<file path="config.mk">
export PLATFORM = sky130hd
export DESIGN_NAME = spi_slave
export DESIGN_NICKNAME = d
export VERILOG_FILES = /design/src/rtl/spi_pkg.sv /design/src/rtl/spi_sync.sv /design/src/rtl/spi_slave.sv
export SDC_FILE = /design/constraint.sdc
export NUM_CORES = 1
export LEC_CHECK = 0
export CAP_MARGIN = 20
export CORE_ASPECT_RATIO = 1.2
export CORE_UTILIZATION = 58
export DETAILED_ROUTE_END_ITERATION = 7
export GPL_TIMING_DRIVEN = 0
export PLACE_DENSITY = 0.83
export SETUP_SLACK_MARGIN = 0.5
export SYNTH_ARGS = -nofsm -noshare
export SYNTH_HDL_FRONTEND = slang
export SYNTH_SLANG_ARGS = --single-unit
</file>
<file path="constraint.sdc">
create_clock -name clk -period 5.7 [get_ports clk]
set_input_delay 0.855 -clock clk [delete_from_list [all_inputs] [get_ports clk]]
set_output_delay 0.855 -clock clk [all_outputs]
set_load 0.1 [all_outputs]
</file>
<file path="src/rtl/spi_pkg.sv">
// Shared definitions for the SPI responder.
//
// Contents:
//   SPI_MODE0..SPI_MODE3  mode constants encoded as {cpol, cpha}
//   clog2()               ceiling log2, used to size the bit counter
//   spi_state_e           responder FSM state encoding
package spi_pkg;

  localparam logic [1:0] SPI_MODE0 = 2'b00;
  localparam logic [1:0] SPI_MODE1 = 2'b01;
  localparam logic [1:0] SPI_MODE2 = 2'b10;
  localparam logic [1:0] SPI_MODE3 = 2'b11;

  // Smallest r with 2**r >= value; the counter must hold 0..8*NBYTES, so callers pass
  // 8*NBYTES+1.
  function automatic int unsigned clog2(input int unsigned value);
    int unsigned result;
    result = 0;
    for (int unsigned i = 0; i < 32; i++) begin
      if ((64'd1 << i) < 64'(value)) begin
        result = i + 1;
      end
    end
    return result;
  endfunction

  // StDone is only reachable in single-frame builds: the frame is complete and further
  // sclk edges are ignored until CS deasserts.
  typedef enum logic [1:0] {
    StIdle,
    StActive,
    StDone
  } spi_state_e;

endpackage

</file>
<file path="src/rtl/spi_sync.sv">
// Multi-stage synchroniser for one asynchronous SPI pin, followed by an edge-detect
// register. rise/fall are asserted for one clk cycle when the synchronised level changes.
//
// Ports:
//   clk       system clock
//   rst_n     synchronous reset, active low; all stages load idle_val
//   idle_val  level the pin is assumed to sit at while in reset
//   async_in  asynchronous pin
//   rise      synchronised 0->1 transition (one cycle)
//   fall      synchronised 1->0 transition (one cycle)
//
// A pin change becomes visible on rise/fall Stages clk edges later, so logic registering
// on rise/fall acts Stages+1 edges after the pin moved.
module spi_sync #(
  parameter int unsigned Stages = 2
) (
  input  logic clk,
  input  logic rst_n,
  input  logic idle_val,
  input  logic async_in,
  output logic rise,
  output logic fall
);

  logic [Stages-1:0] stage_q;
  logic              prev_q;

  always_ff @(posedge clk) begin
    if (!rst_n) begin
      stage_q <= {Stages{idle_val}};
      prev_q  <= idle_val;
    end else begin
      stage_q <= {stage_q[Stages-2:0], async_in};
      prev_q  <= stage_q[Stages-1];
    end
  end

  assign rise = stage_q[Stages-1] & ~prev_q;
  assign fall = ~stage_q[Stages-1] & prev_q;

endmodule

</file>
<file path="src/rtl/spi_slave.sv">
// SPI responder running on an oversampling system clock (clk >= 8x sclk).
//
// Ports:
//   clk, rst_n         system clock, synchronous active-low reset
//   cpol, cpha         SPI mode, captured when CS falls
//   sclk, cs_n, mosi   asynchronous SPI pins from the master
//   miso, miso_oe      data to master and its tri-state enable
//   din                word transmitted MSB first, latched at frame start
//   dout, dout_valid   last complete received word and its one-cycle strobe
//   busy               high while the synchronised CS is active
//   abort              one-cycle pulse when CS deasserts part-way through a frame
//
// Build option: SPI_SLAVE_MULTIFRAME_EN allows back-to-back frames within one CS window;
// without it, edges after a full frame are ignored and miso holds 0.
module spi_slave
  import spi_pkg::*;
#(
  parameter int unsigned NBYTES      = 1,
  parameter int unsigned SYNC_STAGES = 2
) (
  input  logic                clk,
  input  logic                rst_n,
  input  logic                cpol,
  input  logic                cpha,
  input  logic                sclk,
  input  logic                cs_n,
  input  logic                mosi,
  output logic                miso,
  output logic                miso_oe,
  input  logic [8*NBYTES-1:0] din,
  output logic [8*NBYTES-1:0] dout,
  output logic                dout_valid,
  output logic                busy,
  output logic                abort
);

  localparam int unsigned NBITS = 8 * NBYTES;
  localparam int unsigned CntW  = clog2(NBITS + 1);
  localparam logic [CntW-1:0] CntFull = CntW'(NBITS);

  // Synchronised pin events
  logic sclk_rise, sclk_fall;
  logic cs_rise, cs_fall;
  logic mosi_s;
  logic [SYNC_STAGES-1:0] mosi_sync_q;

  spi_sync #(
    .Stages(SYNC_STAGES)
  ) u_sclk_sync (
    .clk      (clk),
    .rst_n    (rst_n),
    .idle_val (cpol),
    .async_in (sclk),
    .rise     (sclk_rise),
    .fall     (sclk_fall)
  );

  spi_sync #(
    .Stages(SYNC_STAGES)
  ) u_cs_sync (
    .clk      (clk),
    .rst_n    (rst_n),
    .idle_val (1'b1),
    .async_in (cs_n),
    .rise     (cs_rise),
    .fall     (cs_fall)
  );

  // mosi needs no edge detect; same depth keeps it aligned with the sclk edge that samples it.
  always_ff @(posedge clk) begin
    if (!rst_n) begin
      mosi_sync_q <= '0;
    end else begin
      mosi_sync_q <= {mosi_sync_q[SYNC_STAGES-2:0], mosi};
    end
  end

  assign mosi_s = mosi_sync_q[SYNC_STAGES-1];

  // State
  spi_state_e       state_q, state_d;
  logic [CntW-1:0]  cnt_q, cnt_d;
  logic [NBITS-1:0] tx_q, tx_d;
  logic [NBITS-1:0] rx_q, rx_d;
  logic [NBITS-1:0] dout_q, dout_d;
  logic             miso_q, miso_d;
  logic             oe_q, oe_d;
  logic             busy_q, busy_d;
  logic             valid_q, valid_d;
  logic             abort_q, abort_d;
  logic             cpol_q, cpol_d;
  logic             cpha_q, cpha_d;

  // Edges relative to the idle level captured at frame start
  logic leading, trailing;
  assign leading  = cpol_q ? sclk_fall : sclk_rise;
  assign trailing = cpol_q ? sclk_rise : sclk_fall;

  always_comb begin
    state_d = state_q;
    cnt_d   = cnt_q;
    tx_d    = tx_q;
    rx_d    = rx_q;
    dout_d  = dout_q;
    miso_d  = miso_q;
    oe_d    = oe_q;
    busy_d  = busy_q;
    valid_d = 1'b0;
    abort_d = 1'b0;
    cpol_d  = cpol_q;
    cpha_d  = cpha_q;

    case (state_q)
      StIdle: begin
        // sclk edges in this cycle are dropped: CS takes priority.
        if (cs_fall) begin
          state_d = StActive;
          tx_d    = din;
          cnt_d   = '0;
          busy_d  = 1'b1;
          oe_d    = 1'b1;
          cpol_d  = cpol;
          cpha_d  = cpha;
          miso_d  = cpha ? 1'b0 : din[NBITS-1];
        end
      end

      StActive: begin
        if (cnt_q == CntFull) begin
          dout_d  = rx_q;
          valid_d = 1'b1;
`ifdef SPI_SLAVE_MULTIFRAME_EN
          tx_d  = din;
          cnt_d = '0;
          if (!cpha_q) begin
            miso_d = din[NBITS-1];
          end
`else
          state_d = StDone;
          miso_d  = 1'b0;
`endif
        end else if (!cpha_q) begin
          if (leading) begin
            rx_d  = {rx_q[NBITS-2:0], mosi_s};
            cnt_d = cnt_q + CntW'(1);
          end else if (trailing && cnt_q != '0) begin
            // cnt==0 here can only be the trailing edge of the previous frame's last bit
            // after a multiframe reload; shifting would lose the new MSB.
            tx_d   = tx_q << 1;
            miso_d = tx_q[NBITS-2];
          end
        end else begin
          if (leading) begin
            miso_d = tx_q[NBITS-1];
            tx_d   = tx_q << 1;
          end else if (trailing) begin
            rx_d  = {rx_q[NBITS-2:0], mosi_s};
            cnt_d = cnt_q + CntW'(1);
          end
        end
      end

      StDone: begin
        miso_d = 1'b0;
      end

      default: begin
        state_d = StIdle;
      end
    endcase

    if (state_q != StIdle && cs_rise) begin
      state_d = StIdle;
      busy_d  = 1'b0;
      oe_d    = 1'b0;
      miso_d  = 1'b0;
      abort_d = (cnt_q != '0) && (cnt_q != CntFull);
    end
  end

  always_ff @(posedge clk) begin
    if (!rst_n) begin
      state_q <= StIdle;
      cnt_q   <= '0;
      tx_q    <= '0;
      rx_q    <= '0;
      dout_q  <= '0;
      miso_q  <= 1'b0;
      oe_q    <= 1'b0;
      busy_q  <= 1'b0;
      valid_q <= 1'b0;
      abort_q <= 1'b0;
      cpol_q  <= 1'b0;
      cpha_q  <= 1'b0;
    end else begin
      state_q <= state_d;
      cnt_q   <= cnt_d;
      tx_q    <= tx_d;
      rx_q    <= rx_d;
      dout_q  <= dout_d;
      miso_q  <= miso_d;
      oe_q    <= oe_d;
      busy_q  <= busy_d;
      valid_q <= valid_d;
      abort_q <= abort_d;
      cpol_q  <= cpol_d;
      cpha_q  <= cpha_d;
    end
  end

  assign miso       = miso_q;
  assign miso_oe    = oe_q;
  assign dout       = dout_q;
  assign dout_valid = valid_q;
  assign busy       = busy_q;
  assign abort      = abort_q;

endmodule

</file>
==> results.md, run 1 <==
Place:
- The detailed placement HPWL is 3.11 mm.
- The routability-driven placement congestion ratio is 0.858.
- The number of I/O port buffers is 27.
- The minimum setup slack after placement is 3.16 ns.

Yosys:
- Of the total synthesized cell area, the portion taken by full adders, half adders and majority gates is 3.56%.
- The number of synthesized flops with an enable pin is 0.
- The synthesized net count is 254.
- Summed over all instances, the cell type with the most area after synthesis is sky130_fd_sc_hd__dfxtp_1.
- Of the total synthesized cell area, the portion taken by XOR and XNOR cells is 0.772%.
- The yosys synthesis warning count is 0.
- The fraction of the mapped netlist area in compound gates is 18.2%.
- Synthesis produced 233 cells.
- By area, the combinational part of the netlist is dominated by simple AND/OR/NAND/NOR gates.
- In this run the cell area of the synthesized design comes to 2110 µm².
- Sequential elements use 41.8% of the synthesized area.
- Among all cell types in the netlist, the one instantiated most often is sky130_fd_sc_hd__dfxtp_1.
- Summed over its instances, the top area cell type makes up 41.8% of the synthesized netlist area.
- Counting flops and latches in the post-synthesis netlist gives 44.
- The netlist uses 45 different library cells.
- Each instance of the synthesized netlist takes up on average 9.04 µm².
- By count the netlist is led by sky130_fd_sc_hd__dfxtp_1, sky130_fd_sc_hd__nand2_1, sky130_fd_sc_hd__nand3_1.
- After synthesis, the cell types taking the most area are sky130_fd_sc_hd__dfxtp_1, sky130_fd_sc_hd__nand2_1, sky130_fd_sc_hd__mux2i_1.
- The most used flip-flop cell after synthesis is sky130_fd_sc_hd__dfxtp_1.
- Measured against the total synthesized area, the mux share comes to 6.24%.
- Of the total synthesized cell area, the portion taken by AND, OR, NAND and NOR gates is 24.8%.
- In the synthesized netlist the async set-or-reset flop fraction comes to 0%.

Floorplan:
- After floorplanning, the core was divided into 23 placement rows.
- The die outline width is 57.0 µm.
- The floorplan step defined a die boundary enclosing 3880 µm².
- The height of the die is 68.0 µm.
- After floorplanning, the core was sized to cover 3400 µm².
- The I/O pin count is 28.
- Once the floorplan was initialized, standard cells occupied 62.0% of the core.

Route:
- For this block, the initial DRC count from the detailed router was 62.
- In the final routed layout, each cell accounts on average for 14.6 µm.
- The detailed-route via count is 1,786.
- Once detail routing completed, the nets flagged for antenna violations numbered 0.
- After detailed routing, the number of remaining DRC violations is 4.
- After detailed routing, the number of vias per cell comes to 5.86.
- The first detailed-routing pass ran for 6 iterations.
- The total routed wirelength is 4.44 mm.

Critical path:
- In this design, the largest share of critical-path delay is due to buffers and inverters.
- The endpoint kind of the worst setup timing path is a primary output.
- Walking the worst path, the cells encountered are buf_4, clkdlybuf4s50_1.
- The slowest stage cell on the critical path is sky130_fd_sc_hd__clkdlybuf4s50_1.
- Along the worst path, the maximum fanout reaches 4.
- Together, buffers and inverters on the worst path number 2.
- The worst path arrival time is 1.91 ns.
- The maximum cell stage delay along the critical path is 1.11 ns.
- The critical path in this run is classified as flop to primary output.
- The data required time of the critical path is 4.85 ns.
- STA classifies the critical path startpoint as a flop.

Clock tree:
- The clock sink total is 44.
- The cell at the root of the clock tree is sky130_fd_sc_hd__clkbuf_8.
- For the worst-skew pair, the clock arrives at the later sink with an insertion delay of 0.29 ns.
- In this run the number of H-tree levels came out at 2.
- After clock tree synthesis, the flow added hold-fix buffers numbering 0.
- Buffers inserted during clock tree synthesis total 5.
- The number of buffers added for setup after CTS is 0.
- TritonCTS built the clock tree.
- The clock edge transition at the registers on the reported setup and hold paths is 0.08 ns.
- The post-cts gate resize count is 0.
- The maximum count of clock buffers along a single path is 2.

Cells and area:
- The fill cell instance count of the final layout is 262.
- The ratio of cells with drive above 1 in the final layout is 8.96%.
- The area growth from synthesis to layout is 20.1%.
- The number of nets in the finished design is 288.
- The repair_antennas step left the layout with diodes totalling 0.
- For this run, the share of the core covered by cells in the final layout is 74.5%.

Flow run:
- Max-cap violations in this run came to 0.

GRT:
- Global routing consumed, over all layers together, 24.3% of the routing resources.
- The via count of the first global-routing pass is 1,632.
- The number of antenna violations at the first check in global routing is 0.
- The largest net degree at the start of global routing is 14.
- The total congestion overflow after global routing is 0.
- The global-route wire length before repair is 7.22 mm.

Timing:
- The worst path needs 2.77 ns of the cycle, external delays included.
- The total setup violations reported at the end of the flow is 0.
- For the pin with the worst max-slew slack, the measured transition is 0.966 ns.
- The worst hold slack after final layout is 0.416 ns.
- On the final layout, the worst clock skew is 0.00427 ns.
- For the final routed database, the setup TNS stands at 0 ns.
- Setup repair after global routing left no endpoint under its margin.
- Derived from the worst setup path, the maximum achievable clock frequency is 0.362 GHz.
- The relative slew slack is 35.4%.
- The final period utilization is 48.5%.
- The number of hold-slack violations in the final timing report is 0.
- Across all setup checks in the final design, the least slack found is 2.93 ns.
- The number of max-slew violations in the final report is 0.

Worst hold path:
- The worst hold path belongs to the class flop to flop.

Power and ir drop:
- The peak supply drop is 0.180 mV.
- The leakage power total is 0.942 nW.
- In this run the power density over the cells is 256 nW/µm².

Status:
- The final reports fail on design-rule violations.
- The flow ran to the end, but the final reports show violations.
==> cells in the final DEF (no fill, tap or decap), types with 2 or more instances in the layout <==
cell                              netlist  layout
sky130_fd_sc_hd__o22ai_1                2       2
sky130_fd_sc_hd__nor2_1                 4       4
sky130_fd_sc_hd__o21a_1                 2       2
sky130_fd_sc_hd__o21ai_0                3       3
sky130_fd_sc_hd__nor4_1                 2       2
sky130_fd_sc_hd__dfxtp_1               44      44
sky130_fd_sc_hd__and4bb_1               2       2
sky130_fd_sc_hd__a21boi_1               8       8
sky130_fd_sc_hd__buf_6                  2       2
sky130_fd_sc_hd__o211ai_1               8       8
sky130_fd_sc_hd__nand3b_1               5       5
sky130_fd_sc_hd__buf_2                  2       2
sky130_fd_sc_hd__nand2_1               35      35
sky130_fd_sc_hd__nand3_1               15      15
sky130_fd_sc_hd__mux2i_1               12      12
sky130_fd_sc_hd__a21boi_0              10      10
sky130_fd_sc_hd__clkbuf_8               0       5
sky130_fd_sc_hd__and2_1                 2       2
sky130_fd_sc_hd__inv_1                  5       5
sky130_fd_sc_hd__and3b_1                2       2
sky130_fd_sc_hd__or2_2                  7       7
sky130_fd_sc_hd__a21oi_1                3       3
sky130_fd_sc_hd__ha_1                   6       6
sky130_fd_sc_hd__a311o_1                2       2
sky130_fd_sc_hd__nand2b_1               6       6
sky130_fd_sc_hd__o21ai_1                8       8
sky130_fd_sc_hd__clkbuf_1              10      11
sky130_fd_sc_hd__and3_1                 2       2
sky130_fd_sc_hd__clkdlybuf4s50_1        0      27
sky130_fd_sc_hd__nor2b_1                7       7
==> per-stage QoR <==
step / instance area (µm²) / power (mW) / instances
2_1_floorplan: 2110 / 0.395 / 233
3_3_place_gp: 2420 / 0.421 / 297
3_5_place_dp: 2420 / 0.422 / 297
4_1_cts: 2530 / 0.652 / 305
5_1_grt: 2530 / 0.676 / 305
6_report: 2530 / 0.649 / 305
==> layout make-up <==
class	instances	area (µm²)	share of cell area [%]
buffer	15	77.6	3.06
multi-input combinational	169	1130	44.6
timing repair buffer	27	270	10.7
clock buffer	6	72.6	2.87
clock inverter	2	35.0	1.38
sequential	44	881	34.8
tap	37	46.3	1.83
inverter	5	18.8	0.741
==> where the power goes <==
part | switching [mW] | total [mW] | internal [mW]
clock network | 0.103 | 0.233 | 0.130
registers | 0.00669 | 0.322 | 0.316
logic | 0.0553 | 0.0936 | 0.0383
total | 0.165 | 0.649 | 0.484
==> flip-flops by register name, summed over array words and instances (netlist names), 2 cells and up <==
signal / cells
mosi_sync_q: 2
u_cs_sync.stage_q: 2
dout: 8
state_q: 2
tx_q: 8
cnt_q: 4
u_sclk_sync.stage_q: 2
rx_q: 8
==> per-layer routing <==
metal / share of wire [%] / up-vias / global-route usage (%)
met5: 0 / - / 0
met4: 1.8 / 0 / 9.76
met3: 3.4 / 9 / 5.10
met2: 50 / 47 / 44.9
met1: 45 / 843 / 27.3
li1: - / 887 / -
==> kinds of logic (layout without fill, tap and decap cells) <==
| family | count (synthesis) | in the layout |
|---|---|---|
| AOI/OAI and AO/OA | 54 | 54 |
| muxes | 13 | 13 |
| adders and majority gates | 6 | 6 |
| buffers and inverters | 20 | 55 |
| and+or+nand+nor | 95 | 95 |
| DFF | 44 | 44 |
| xor gates and xnor gates | 1 | 1 |
==> path summary, 6_finish.rpt <==
path	startpoint	to	slack, ns	depth (start not counted)
setup / recovery	busy	miso_oe	2.93	2
hold / removal	u_cs_sync.stage_q[0]	u_cs_sync.stage_q[1]	0.42	1
setup reg to reg	state_q[0]	tx_q[4]	3.50	8
hold reg to reg	u_cs_sync.stage_q[0]	u_cs_sync.stage_q[1]	0.42	1
No activity file was read; power rests on OpenSTA's default activity.
==> run 2: changes to the inputs <==
Settings changed: CORE_UTILIZATION 58 to 54, PLACE_DENSITY 0.83 to 0.78.
Clock period 5.7 ns to 2.55 ns, I/O delays scaled along.
==> results.md, run 2 (synthesized netlist as in run 1, its figures left out) <==
Status:
- The run finished with clean final reports.

Power and ir drop:
- The leakage power total is 1.01 nW.
- The clock network is responsible for 36.2% of the overall power.
- The switching power of the nets is 0.376 mW.
- In this run switching power makes up 25.8% of total power.
- Dividing total power by cell area gives a power density of 566 nW/µm².
- Internal power comes to 1.08 mW.
- The peak supply drop is 0.387 mV.
- Per report_power, the combinational group accounts for 14.3% of the total.
- The share of power burned in registers is 49.5%.

GRT:
- The via count of the first global-routing pass is 1,745.
- For this run, the total global-route usage over all layers was measured as 23.9%.
- The first global-routing pass estimated 7.50 mm of wire.
- Entering global routing, the biggest net connects 14 pins.
- The number of antenna violations at the first check in global routing is 0.
- Global routing finished with a remaining overflow of 0.

Cells and area:
- The number of nets in the finished design is 290.
- The area taken by flip-flops and latches is 882 µm².
- The count of inserted antenna diode cells is 0.
- The layout overhead on the synthesized area is 22.1%.
- The fill cell instance count of the final layout is 315.
- The multi-input combinational cells in the finished layout cover a total of 1150 µm².
- The filler-free cell count of the finished design is 322.
- Once layout is complete, the utilization of the core stands at 69.6%.
- In the layout the commonest cells are sky130_fd_sc_hd__dfxtp_1, sky130_fd_sc_hd__nand2_1, sky130_fd_sc_hd__nand3_1.
- The most frequent standard cell in the layout excluding fill and tap cells is sky130_fd_sc_hd__dfxtp_1.
- Of the cells placed in the final design, the portion with a size suffix greater than 1 is 11.5%.

Floorplan:
- From bottom edge to top edge, the die measures 70.4 µm.
- The initial core utilization is 57.0%.
- The area of the die is 4160 µm².
- The I/O pin count is 28.
- The floorplan has 24 rows.
- The area of the placeable core is 3690 µm².
- The floorplan step set the die width to 59.0 µm.

Clock tree:
- The maximum count of clock buffers along a single path is 2.
- The H-tree generated during clock tree synthesis spans 2 levels.
- The cell at the root of the clock tree is sky130_fd_sc_hd__clkbuf_8.
- At the later pin of the worst-skew pair, clock insertion delay measures 0.30 ns.
- Clock-pin slew was measured on the worst setup and hold paths at 0.08 ns.
- The CTS tree is built.
- The number of buffers created by CTS is 5.
- The clock sink total is 44.

Critical path:
- The worst setup path is of the flop to primary output kind.
- The highest fanout seen on the critical path is 4.
- Data on the critical path is required at its endpoint by 2.17 ns.
- The worst setup path is captured at a primary output.
- The startpoint of the lowest-slack register-to-register path is state_q[1].
- The worst path arrival time is 1.61 ns.
- The worst setup path startpoint is busy.
- The destination of the critical timing path is miso_oe.
- STA classifies the critical path startpoint as a flop.
- The worst reg2reg path endpoint is tx_q[0].
- The count of cells along the worst register-to-register path is 8.
- For flop-to-flop paths, the worst setup slack is 0.60 ns.

Place:
- In this run, placement finished with an instance count of 312.
- Summed over all nets, the half-perimeter wirelength after detailed placement is 3.05 mm.
- The number of I/O port buffers is 27.
- At the end of routability-driven placement, the weighted congestion stood at 0.916.
- Timing analysis after detailed placement gives a worst setup slack of 0.441 ns.

Route:
- The remaining antenna violation count after routing is 0.
- In the routed layout, each cell is associated on average with a via count of 5.48.
- The routed length per instance is 13.4 µm.
- The detailed-route via count is 1,764.
- Summed over all layers, the routed wires come to 4.32 mm.
- In the routed design, unresolved DRC markers number 0.
- Before antenna repair, the detailed router went through 4 iterations.
- In this run, the number of DRC markers left after iteration 0 of detailed routing was 103.

Timing:
- After layout, the minimum clock period comes to 1.99 ns.
- Setup repair after global routing left no endpoint under its margin.
- The number of hold-slack violations in the final timing report is 0.
- Final hold analysis gives a worst-case slack of 0.410 ns.
- The pin slew with the least headroom to its limit is 0.958 ns.
- The worst path setup slack after routing is 0.560 ns.
- Setup violations remaining at the end of the flow were counted as 0.
- The relative slew slack is 36.4%.
- The number of max-slew violations in the final report is 0.
- Adding up every negative setup slack in the final design gives 0 ns.
- For this run, the top clock speed supported by timing is 0.502 GHz.
- The final period utilization is 78.0%.
- The maximum clock skew at final layout is 0.00683 ns.

Flow run:
- Across the run, the number of max-cap violations was 0.

Worst hold path:
- The kind of path behind the tightest hold check is flop to flop.
==> run 2: cell types whose count changed in the layout (fill, tap and decap cells not counted), moves of 2 or more <==
cell | before | now
sky130_fd_sc_hd__buf_4 | 1 | 3
sky130_fd_sc_hd__clkdlybuf4s50_1 | 27 | 14
sky130_fd_sc_hd__dlygate4sd2_1 | 0 | 12
sky130_fd_sc_hd__nor2_1 | 4 | 2
sky130_fd_sc_hd__nor2_4 | 0 | 2
==> run 2: final cells by class <==
class | instances | area share, %
plain buffers | 15 | 3.16
clock buffers | 6 | 2.82
clock inverters | 2 | 1.36
inverters | 5 | 0.730
multi-input cells | 169 | 44.6
flip-flops and latches | 44 | 34.3
well taps | 52 | 2.53
repair buffers | 29 | 10.5
==> run 2: how the worst min path moves through the flow <==
stage | from | end | slack [ns] | cells after the start
6_report | u_cs_sync.stage_q[0] | u_cs_sync.stage_q[1] | 0.41 | 1
5_1_grt | u_cs_sync.stage_q[0] | u_cs_sync.stage_q[1] | 0.42 | 1
4_1_cts | u_cs_sync.stage_q[0] | u_cs_sync.stage_q[1] | 0.41 | 1
3_5_place_dp | u_cs_sync.stage_q[0] | u_cs_sync.stage_q[1] | 0.39 | 1
3_3_place_gp | u_cs_sync.stage_q[0] | u_cs_sync.stage_q[1] | 0.39 | 1
2_1_floorplan | u_cs_sync.stage_q[0] | u_cs_sync.stage_q[1] | 0.39 | 1
==> run 2: power groups by stage <==
stage / sequential, mW / clock, mW / combinational (mW)
floorplan: 0.754 / 0 / 0.129
global placement: 0.736 / 0 / 0.205
detailed placement: 0.736 / 0 / 0.208
CTS: 0.720 / 0.531 / 0.206
global route: 0.724 / 0.570 / 0.225
finish: 0.720 / 0.528 / 0.209
==> run 2: critical path, cell delays in order, from the launching register on <==
cell,delay (ns)
sky130_fd_sc_hd__dfxtp_1,0.38
sky130_fd_sc_hd__buf_4,0.12
sky130_fd_sc_hd__clkdlybuf4s15_1,0.81
==> run 2: stage by stage <==
stage / power [mW] / area (µm²)
6_report: 1.46 / 2570
5_1_grt: 1.52 / 2570
4_1_cts: 1.46 / 2540
3_5_place_dp: 0.945 / 2440
3_3_place_gp: 0.941 / 2440
2_1_floorplan: 0.882 / 2110
==> run 2: timing repair <==
item | in CTS | in global routing
endpoints found under the setup margin | 21 | 11
hold buffers | 0 | 0
setup buffers | 0 | 2
resized for setup | 15 | 8
==> run 2: per-layer routing <==
layer	vias up	GRT usage, %	routed length (µm)
li1	897	-	-
met1	813	27.9	1940
met2	45	39.0	2130
met3	9	6.48	150
met4	0	12.4	99
met5	-	0	0
==> run 3: changes to the inputs <==
Clock period 2.55 ns to 1.9 ns, I/O delays scaled along.
==> results.md, run 3 (synthesized netlist as in run 1, its figures left out) <==
Cells and area:
- The most frequent standard cell in the layout excluding fill and tap cells is sky130_fd_sc_hd__dfxtp_1.
- 0 antenna diodes ended up in the layout.
- In the layout the commonest cells are sky130_fd_sc_hd__dfxtp_1, sky130_fd_sc_hd__nand2_1, sky130_fd_sc_hd__buf_4.
- Of the cells placed in the final design, the portion with a size suffix greater than 1 is 35.6%.
- At the end of the flow, the number of nets in the layout was 315.
- After the flow finishes, the layout carries non-filler instances totaling 347.
- The fill cell instance count of the final layout is 241.
- The layout overhead on the synthesized area is 39.8%.
- The final core utilization is 79.7%.

Timing:
- The maximum clock skew at final layout is 0.00759 ns.
- The worst path in the final design needs a cycle of 1.74 ns, including I/O delays and setup.
- Setup violations remaining at the end of the flow were counted as 0.
- Derived from the worst setup path, the maximum achievable clock frequency is 0.576 GHz.
- The number of hold-slack violations in the final timing report is 0.
- The worst path setup slack after routing is 0.165 ns.
- Of the available clock period, the critical path in the final layout requires 91.3%.
- The number of max-slew violations in the final report is 0.
- The pin slew with the least headroom to its limit is 0.487 ns.
- Setup repair after global routing could not meet its margin everywhere.
- Measured against its own limit, the worst slew margin works out to 67.8%.

Clock tree:
- Clock tree synthesis found a total of 44 sinks.
- TritonCTS built the clock tree.
- The clock edge transition at the registers on the reported setup and hold paths is 0.08 ns.
- The tree is rooted in a sky130_fd_sc_hd__clkbuf_8.
- The number of hold buffers added after CTS is 0.
- The insertion delay to the later sink of the worst-skew pair is 0.30 ns.
- The clock passes through at most 2 buffers.
- The count of H-tree levels built during CTS is 2.
- The number of buffers created by CTS is 5.

Floorplan:
- The die covers 4160 µm².
- The die outline width is 59.0 µm.
- The initial utilization of the core area, before any placement, comes to 57.0%.
- 28 I/O pins were placed.
- The height of the die is 70.4 µm.
- The total area inside the core boundary comes to 3690 µm².
- In this run the core area contains 24 standard-cell rows.

Critical path:
- The category of cells accounting for the largest share of critical-path delay is compound AO/OA/AOI/OAI gates.
- At the worst endpoint, the required time is 2.09 ns.
- The slowest stage cell on the critical path is sky130_fd_sc_hd__dfxtp_1.
- The maximum cell stage delay along the critical path is 0.43 ns.
- The signal on the critical path passes through nor2b_2, a31oi_2, a311o_1, buf_6, a32o_2.
- STA classifies the critical path endpoint as a flop.
- The worst path arrival time is 1.93 ns.
- The number of buffers and inverters on the critical path is 1.
- By startpoint and endpoint, the worst setup path is classified as flop to flop.
- The highest fanout seen on the critical path is 8.
- The setup slack of the most critical reg-to-reg path is 0.16 ns.
- STA classifies the critical path startpoint as a flop.

Power and ir drop:
- For this design the ratio of total power to cell area is 697 nW/µm².
- Across the VDD grid, the largest voltage drop is 0.641 mV.
- The analysis attributes to cell leakage a power of 1.19 nW.

Status:
- The run finished with clean final reports.

Route:
- The number of iterations in the first detailed-routing pass is 4.
- Dividing the detail-routed via count by the number of cells gives 5.65.
- Once detail routing completed, the nets flagged for antenna violations numbered 0.
- The post-route DRC violation count is 0.
- Dividing the detail-routed wire length by the instance count gives 15.4 µm.
- In this run, the number of DRC markers left after iteration 0 of detailed routing was 98.
- The detailed-route via count is 1,961.
- The total routed wirelength is 5.35 mm.

Place:
- Routability-driven placement finished with a final weighted congestion of 0.910.
- The number of I/O port buffers is 27.
- Prior to clock tree synthesis, the placed netlist has a worst setup slack of -0.0775 ns.
- The detailed placement HPWL is 3.09 mm.
- The number of placed instances, taps included is 312.

GRT:
- The total congestion overflow after global routing is 0.
- The via count of the first global-routing pass is 1,814.
- The number of antenna violations at the first check in global routing is 0.
- The first global-routing pass estimated 8.42 mm of wire.
- The combined global-route utilization of all metal layers is 27.0%.
- The largest net degree at the start of global routing is 14.

Flow run:
- Across the run, the number of max-cap violations was 0.

Worst hold path:
- The kind of path behind the tightest hold check is flop to flop.
## run 3: where the power goes
part	internal, mW	leakage, nW	switching (mW)
logic	0.176	0.772	0.202
clock network	0.390	0.0552	0.314
registers	0.948	0.361	0.0228
total	1.51	1.19	0.539
## run 3: metrics by stage
| stage | hold slack, ns | area, µm² | TNS [ns] | total power, mW |
|---|---|---|---|---|
| 3_5_place_dp | 0.398 | 2530 | -0.488 | 1.29 |
| 3_3_place_gp | 0.392 | 2530 | -0.290 | 1.29 |
| 5_1_grt | 0.435 | 2950 | 0 | 2.14 |
| 6_report | 0.422 | 2950 | 0 | 2.05 |
| 4_1_cts | 0.422 | 2850 | 0 | 2.04 |
| 2_1_floorplan | 0.386 | 2200 | 0 | 1.21 |
## run 3: layout make-up
cell class	instances	area (µm²)	area share (%)
tap	52	65.1	2.21
clock inverter	2	35.0	1.19
inverter	5	21.3	0.722
clock buffer	6	72.6	2.46
sequential	44	892	30.3
multi-input combinational	169	1290	43.8
timing repair buffer	54	444	15.1
buffer	15	124	4.21
## run 3: final timing paths
| path | start | endpoint | depth (start not counted) |
|---|---|---|---|
| hold / removal | u_cs_sync.stage_q[0] | u_cs_sync.stage_q[1] | 1 |
| hold reg to reg | u_cs_sync.stage_q[0] | u_cs_sync.stage_q[1] | 1 |
| setup / recovery | u_sclk_sync.prev_q | tx_q[0] | 5 |
| setup reg to reg | u_sclk_sync.prev_q | tx_q[0] | 5 |
## run 3: worst reg2reg max path: stages (launching register included)
cell	delay [ns]
sky130_fd_sc_hd__dfxtp_1	0.43
sky130_fd_sc_hd__nor2b_2	0.29
sky130_fd_sc_hd__a31oi_2	0.15
sky130_fd_sc_hd__a311o_1	0.38
sky130_fd_sc_hd__buf_6	0.16
sky130_fd_sc_hd__a32o_2	0.23
## run 3: repair_timing
| item | 4_1_cts | 5_1_grt |
|---|---|---|
| cloned | 1 | 0 |
| pin swaps | 16 | 11 |
| hold endpoints to repair | 0 | 0 |
| resized for setup | 102 | 19 |
| setup endpoints to repair | 57 | 36 |
| buffers inserted | 18 | 8 |
## run 3: metal layers
layer  up-vias  GRT usage (%)  wire length, µm
met4         0           14.6              127
met5         -              0                0
met3        16           5.93              259
met2        72           45.3             2770
li1        950              -                -
met1       923           30.9             2200
